## src/rtl/dec16_pulse_driver.sv

```systemverilog
// -----------------------------------------------------------------------------
// dec16_pulse_driver
//
// Purpose:
//   Sequenced 4-to-16 line decoder driver. A 4-bit line code is accepted
//   through a valid/ready handshake. The selected active-low line is then held
//   low for PULSE_W cycles. After that, all lines are held high for GAP_W
//   cycles. done pulses for one cycle during the last gap cycle. The 16 lines
//   are split into two 8-line banks (15..8 and 7..0).
//
//   All outputs are registered. They are computed from the next state, so
//   every output changes on the same edge as the state register.
//
// Parameters:
//   PULSE_W  cycles the selected line is held low     (1..255)
//   GAP_W    cycles all lines are held high afterwards (1..255)
//
// Ports:
//   clk         rising-edge clock
//   rst_N       asynchronous active-low reset
//   scan_en     auto-scan enable (only with DEC16_AUTOSCAN_EN defined)
//   EI_N        active-low enable; high aborts and forces all lines high
//   code[3:0]   line index to drive
//   valid       code is valid
//   ready       block accepts a code this cycle
//   out_15_8_N  active-low lines 15..8
//   out_7_0_N   active-low lines 7..0
//   busy_N      low while a pulse or gap is in progress
//   done        one-cycle pulse in the final gap cycle of a normal completion
//
// Optional feature macro: DEC16_AUTOSCAN_EN
//   When this macro is defined, the scan_en port is present. While
//   scan_en=1 and EI_N=0, the block issues codes 0..15 (wrapping) by itself
//   from IDLE, and ready is held 0.
// -----------------------------------------------------------------------------
module dec16_pulse_driver #(
  parameter int unsigned PULSE_W = 4,
  parameter int unsigned GAP_W   = 1
) (
  input  logic       clk,
  input  logic       rst_N,
`ifdef DEC16_AUTOSCAN_EN
  input  logic       scan_en,
`endif
  input  logic       EI_N,
  input  logic [3:0] code,
  input  logic       valid,
  output logic       ready,
  output logic [7:0] out_15_8_N,
  output logic [7:0] out_7_0_N,
  output logic       busy_N,
  output logic       done
);

  typedef enum logic [1:0] {IDLE, DRIVE, GAP} state_e;

  localparam logic [7:0] PULSE_LAST = 8'(PULSE_W - 1);
  localparam logic [7:0] GAP_LAST   = 8'(GAP_W - 1);

  state_e      state_q, state_d;
  logic [7:0]  cnt_q, cnt_d;
  logic [3:0]  code_q, code_d;
  logic [15:0] lines_q, lines_d;
  logic        busy_n_q, busy_n_d;
  logic        done_q, done_d;
  logic        ready_q, ready_d;
  logic        scan_mode;

`ifdef DEC16_AUTOSCAN_EN
  logic [3:0]  scan_idx_q, scan_idx_d;
  assign scan_mode = scan_en & ~EI_N;
`else
  assign scan_mode = 1'b0;
`endif

  always_comb begin
    // NOTE: every signal driven here gets a default before any branch.
    // A path that leaves a signal unassigned would infer a latch.
    state_d = state_q;
    cnt_d   = cnt_q;
    code_d  = code_q;
`ifdef DEC16_AUTOSCAN_EN
    scan_idx_d = scan_idx_q;
`endif

    if (EI_N) begin
      // Abort has priority over any handshake. No done pulse is produced.
      state_d = IDLE;
      cnt_d   = '0;
`ifdef DEC16_AUTOSCAN_EN
      scan_idx_d = '0;
`endif
    end else begin
      unique case (state_q)
        IDLE: begin
`ifdef DEC16_AUTOSCAN_EN
          if (scan_mode) begin
            code_d     = scan_idx_q;
            scan_idx_d = scan_idx_q + 4'd1;
            state_d    = DRIVE;
            cnt_d      = '0;
          end else
`endif
          if (valid && ready_q) begin
            code_d  = code;
            state_d = DRIVE;
            cnt_d   = '0;
          end
        end
        DRIVE: begin
          if (cnt_q == PULSE_LAST) begin
            state_d = GAP;
            cnt_d   = '0;
          end else begin
            cnt_d = cnt_q + 8'd1;
          end
        end
        GAP: begin
          if (cnt_q == GAP_LAST) begin
            state_d = IDLE;
            cnt_d   = '0;
          end else begin
            cnt_d = cnt_q + 8'd1;
          end
        end
        default: begin
          state_d = IDLE;
          cnt_d   = '0;
        end
      endcase
    end

    // Outputs are taken from the next state, so they line up with state_q.
    // Only DRIVE pulls a line low, so at most one line can ever be low.
    lines_d  = (state_d == DRIVE) ? ~(16'd1 << code_d) : 16'hFFFF;
    busy_n_d = (state_d == IDLE);
    done_d   = (state_d == GAP) && (cnt_d == GAP_LAST);
    ready_d  = (state_d == IDLE) && !EI_N && !scan_mode;
  end

  // NOTE: sequential state uses non-blocking assignments only. All flops
  // then update together, whatever order the simulator evaluates them in.
  always_ff @(posedge clk or negedge rst_N) begin
    if (!rst_N) begin
      state_q  <= IDLE;
      cnt_q    <= '0;
      code_q   <= '0;
      lines_q  <= 16'hFFFF;
      busy_n_q <= 1'b1;
      done_q   <= 1'b0;
      ready_q  <= 1'b0;
`ifdef DEC16_AUTOSCAN_EN
      scan_idx_q <= '0;
`endif
    end else begin
      state_q  <= state_d;
      cnt_q    <= cnt_d;
      code_q   <= code_d;
      lines_q  <= lines_d;
      busy_n_q <= busy_n_d;
      done_q   <= done_d;
      ready_q  <= ready_d;
`ifdef DEC16_AUTOSCAN_EN
      scan_idx_q <= scan_idx_d;
`endif
    end
  end

  assign out_15_8_N = lines_q[15:8];
  assign out_7_0_N  = lines_q[7:0];
  assign busy_N     = busy_n_q;
  assign done       = done_q;
  assign ready      = ready_q;

endmodule

```

## config.mk

```make
export PLATFORM = sky130hd
export DESIGN_NAME = dec16_pulse_driver
export DESIGN_NICKNAME = d
export VERILOG_FILES = /design/src/rtl/dec16_pulse_driver.sv
export SDC_FILE = /design/constraint.sdc
export NUM_CORES = 1
export LEC_CHECK = 0
export ABC_CLOCK_PERIOD_IN_PS = 2500
export CORE_UTILIZATION = 38
export CTS_CLUSTER_DIAMETER = 100
export DETAILED_ROUTE_END_ITERATION = 12
export PLACE_DENSITY_LB_ADDON = 0.2
export SLEW_MARGIN = 15
export SYNTH_ARGS = -nofsm -noshare
export SYNTH_HDL_FRONTEND = slang
export SYNTH_SLANG_ARGS = --single-unit
```

## constraint.sdc

```tcl
create_clock -name clk -period 2.5 [get_ports clk]
set_input_delay 0.25 -clock clk [delete_from_list [all_inputs] [get_ports clk]]
set_output_delay 0.25 -clock clk [all_outputs]
set_load 0.01 [all_outputs]
```

### Yosys cells after proc, flatten, opt, wreduce, memory -nomap -nowiden

Index checks and enable logic that the tools add are counted.

| word-level totals | value |
|---|---|
| flip-flop bits (word level) | 33 |
| latch bits | 0 |
| RAM bits | 0 |
| ROM bits | 0 |
| input port bits | 8 |
| output and inout bits | 19 |
| word-level logic and storage cells | 37 |
| memories | 0 |

| operators by class | value |
|---|---|
| add/subtract/negate cells | 1 |
| multipliers | 0 |
| divide/modulo/power cells | 0 |
| $lt $le $gt $ge | 0 |
| eq/ne operators | 5 |
| shift operators | 1 |
| mux-type cells | 14 |
| bitwise gates (word level) | 1 |
| reduce and logical (&&, ||, !) cells | 8 |

Operators by type and width:

| kind | count |
|---|---|
| 8-bit two-way mux | 4 |
| 8-bit case mux with 3 select lines | 1 |
| 8-bit logical NOT | 2 |
| 16-bit two-way mux | 1 |
| 16-bit inverter | 1 |
| 1-bit by 4-bit left shift with 16-bit output (first input constant) | 1 |
| 4-bit two-way mux | 3 |
| 8-bit by 1-bit adder with 8-bit output (second input constant) | 1 |
| 8-bit by 2-bit == test with 1-bit output (second input constant) | 1 |
| 2-bit two-way mux | 4 |
| 2-bit case mux with 3 select lines | 1 |
| 2-bit by 1-bit == test with 1-bit output (second input constant) | 2 |
| 2-bit == test (second input constant) | 2 |
| 2-bit logical NOT | 2 |
| 1-bit logical AND | 3 |
| 1-bit logical NOT | 1 |

### Logic depth before layout (Yosys ltp)

| logic depth | value |
|---|---|
| depth in word-level cells | 7 |
| gate-level depth with buffers | 7 |
| mapped depth without buffers | 7 |

### Worst setup path before layout

OpenSTA, ideal clock, no wires.

| timing path | value |
|---|---|
| path kind | reg-to-reg |
| start point | register cnt_q[3] |
| end point | register done_q (netlist: done) |
| library setup time | 111 ps |
| arrival | 1755 ps |
| data required time | 2389 ps |
| path slack | 634 ps |
| stages on the path, launching flop included | 6 |
| path buffers | 0 |
| period minus slack after synthesis | 1866 ps |
| cells stage by stage | dfrtp_1 -> nor4_4 -> a31oi_1 -> o31ai_2 -> o211ai_1 -> a2111oi_2 |

| between the ends | value |
|---|---|
| cells in the longest elaborated chain, start to end | 6 |
| elaborated cells on any way between the ends | 15 |
| those cells by class | add/sub (1); eq/ne (2); mux (9); reduce/logical (3) |

Ends and longest elaborated chain:

| item | RTL line | RTL |
|---|---|---|
| start, declared | 61 | `logic [7:0] cnt_q, cnt_d;` |
| start signal, assigned | 157 | `cnt_q <= cnt_d;` |
| 8-bit by 1-bit adder with 8-bit output, or another cell as far along | 115, 123 |  |
| 8-bit two-way mux, or another cell as far along | 119 | `if (cnt_q == GAP_LAST) begin` |
| 8-bit case mux with 3 select lines or 2-bit case mux with 3 select lines (tied branches) | 94 | `unique case (state_q)` |
| 8-bit two-way mux or 2-bit two-way mux (tied branches) | 86 | `if (EI_N) begin` |
| 8-bit logical NOT or 2-bit == test (tied branches) | 137 | `done_d = (state_d == GAP) && (cnt_d == GAP_LAST);` |
| 1-bit logical AND * | 137 |  |
| via done_d | 65 | `logic done_q, done_d;` |
| end signal, assigned | 161 | `done_q <= done_d;` |
| end, declared | 65 |  |

The timed path passes the listed nets; every way through them passes the cells marked *.

### Worst setup path after layout

| timing path | value |
|---|---|
| start point | register cnt_q[5] |
| end point | register done_q (netlist: done) |

Same word-level chain as after synthesis.

==> impl_metrics.tcl <==
set metrics [dict create \
    status "completed" \
    pin_count 27 \
    synth_nets 159 \
    path_class "reg -> reg" \
    p_leak_nw 0.812 \
    n_fill_cell 380 \
    first_pass_iters 4 \
    drc 0 \
    netlist_instances 149 \
    final_cell_mix "26 x clkdlybuf4s50_1, 17 x nand2_1, 17 x dfstp_2" \
    clock_sinks 33 \
    critical_path.cell_chain "nor2_1 > a311oi_1 > a31oi_1 > nand4b_1 > a2111oi_2" \
    finalMaxSlewViolations 0 \
    rrSetupSlack_ns 0.19 \
    hold_violations 0 \
    cts_root_buf "clkbuf_8" \
    synth_area_leaders "dfstp_2 28%, dfrtp_1 25%, nand2_1 4.0%, nor4_4 2.6%, nand3_1 1.9%" \
    reg2regPathDepth 5 \
    pwr_density_cell_nw_per_um2 562 \
    grt_max_degree 34 \
    netlist.area_leader.share_pct 27.7 \
    post_cts.repair.setup_buffers 0 \
    worstSkewPairLatency_ns 0.27 \
    cp_data_arrival_time_ns 2.46 \
    row_count 23 \
    antenna_found_initial 0 \
    grtUsageTotal_pct 17.3 \
    finalCritPeriodShare_pct 92.3 \
    gp_congestion 0.907 \
    drtAntennaViolNets 0 \
    wire_per_inst_um 14.6 \
    r2r_end "done$_DFF_PN0_" \
    crit_family "compound AO/OA/AOI/OAI gates" \
    die_x_um 67.1 \
    maxCapViolCount 0 \
    drt_iter0_drc 83 \
    h-tree-depth 2 \
    portBuffers 26 \
    ctsResizeCount 0 \
    reg2reg_from "cnt_q[5]$_DFF_PN0_" \
    gr-total-overflow 0 \
    peakVddDrop_uv 242 \
    tns_ns 0 \
    ys_seq_area_share_pct 52.6 \
    grt_pass1_vias 1143 \
    path_clk_slew_ns 0.07 \
    hp-class "in -> async" \
    relSlewSlack_pct 53.9 \
    final_cells 236 \
    grt_pass1_wl_um 5710 \
    grt-busiest-layer "met1" \
    holdBufCountCts 0 \
    synth_warnings 0 \
    crit_cells 5 \
    rsz0062_at_grt "no" \
    finalCriticalPeriod_ns 2.31 \
    ys_types 50 \
    nets 195 \
    slowest_delay_ns 0.57 \
    skew_ns 0.00507 \
    fmax_ghz 0.433 \
    vias_per_cell 5.38 \
    ctsLongestPathBuffers 2 \
    synthArstFlopShare_pct 100 \
    required_ns 2.66 \
    syn_avg_cell_area_um2 10.8 \
    cp_max_fo 10 \
    met2_usage_pct 24.4 \
    syn2layout_area_growth_pct 27.1 \
    grt_use_met1_pct 25.7 \
    setup_viol_count_final 0 \
    cp_num_buf_inv 0 \
    place_area_um2 1970 \
    numCtsBuffers 5 \
    synth-seq-cells 33 \
    die_h_um 67.1 \
    initial_core_util_pct 40.0 \
    drt_wl_total_um 3460 \
    met3_usage_pct 4.11 \
    die-area_um2 4510 \
    tightest_slew_ns 0.689 \
    crit_path_end_kind "flop" \
    synth_top_cell_by_area "dfstp_2" \
    post-place-cells 228 \
    critical-path-slowest-cell "nor2_1" \
    core_area_um2 4030 \
    cp-start-kind "flop" \
    insertedDiodeCount 0 \
    final_common_cell "clkdlybuf4s50_1" \
    fin_area_um2 2050 \
    drive_gt1_share_pct 23.1 \
    vias 1270 \
    hpwl_um 2440 \
    synth_edf_count 0 \
    syn_area_um2 1610 \
    yosys_most_used_dff "dfstp_2" \
    cts_tree "built" \
]
-- how the worst max path moves through the flow --
stage | startpoint | to
floorplan | cnt_q[3]$_DFF_PN0_ | done$_DFF_PN0_
global placement | EI_N | done$_DFF_PN0_
detailed placement | EI_N | done$_DFF_PN0_
CTS | cnt_q[5]$_DFF_PN0_ | done$_DFF_PN0_
global route | cnt_q[5]$_DFF_PN0_ | done$_DFF_PN0_
finish | cnt_q[5]$_DFF_PN0_ | done$_DFF_PN0_
-- where the power goes --
part | internal, mW | switching, mW | leakage [nW]
sequential | 0.569 | 0.0147 | 0.391
clock | 0.193 | 0.185 | 0.0450
combinational | 0.0828 | 0.107 | 0.376
-- stage by stage --
stage	power [mW]	hold WS, ns	setup WS, ns	util [%]
2_1_floorplan	0.697	-0.0456	0.634	-
3_3_place_gp	0.777	0.526	0.236	48.8
3_5_place_dp	0.782	0.540	0.198	48.8
4_1_cts	1.16	0.376	0.229	50.8
5_1_grt	1.21	0.415	0.00997	50.8
6_report	1.15	0.367	0.192	50.8
-- flip-flops by register name, indices dropped and copies added (netlist names) --
signal   count
state_q      2
done         1
cnt_q        8
lines_q     16
busy_N       1
code_q       4
ready        1
-- cell type report --
cell class / instances / area [µm²] / area share, %
Tap cell: 50 / 62.6 / 3.05
Clock buffer: 6 / 72.6 / 3.54
Sequential cell: 33 / 847 / 41.4
Timing Repair Buffer: 32 / 305 / 14.9
Multi-Input combinational cell: 104 / 717 / 35.0
Inverter: 9 / 33.8 / 1.65
Clock inverter: 2 / 10.0 / 0.489
-- cells in the mapped netlist (3+ instances only) --
| master | count |
|---|---|
| nand2b_1 | 3 |
| inv_1 | 8 |
| o21ai_0 | 3 |
| nor2_1 | 8 |
| a21oi_1 | 5 |
| nor2b_1 | 3 |
| dfstp_2 | 17 |
| and3_1 | 3 |
| nor3_1 | 3 |
| dfrtp_1 | 16 |
| xor2_1 | 3 |
| o211ai_1 | 4 |
| nand2_1 | 17 |
| a31oi_1 | 4 |
| nand3_1 | 6 |
-- worst reg2reg max path, stage by stage, from the launching register on --
cell and delay [ns]:
dfrtp_1 0.43, nor2_1 0.57, a311oi_1 0.32, a31oi_1 0.31, nand4b_1 0.17, a2111oi_2 0.38
-- per-layer routing --
metal  wire length, µm  vias to the layer above
met2              1510                       29
met4                50                        0
li1                  -                      609
met3               154                        7
met1              1740                      625
met5                 0                        -
-- kinds of logic after synthesis --
| family | after synthesis | share of synthesized area, % |
|---|---|---|
| XOR/XNOR | 4 | 2.17 |
| adder cells (fa/ha/maj) | 2 | 1.55 |
| AO/OA/AOI/OAI | 36 | 16.7 |
| flip-flops | 33 | 52.6 |
| AND/OR/NAND/NOR | 57 | 20.7 |
| multiplexers | 5 | 3.34 |
| buffers and inverters | 12 | 2.95 |
Power figures use the tool's default switching activity.
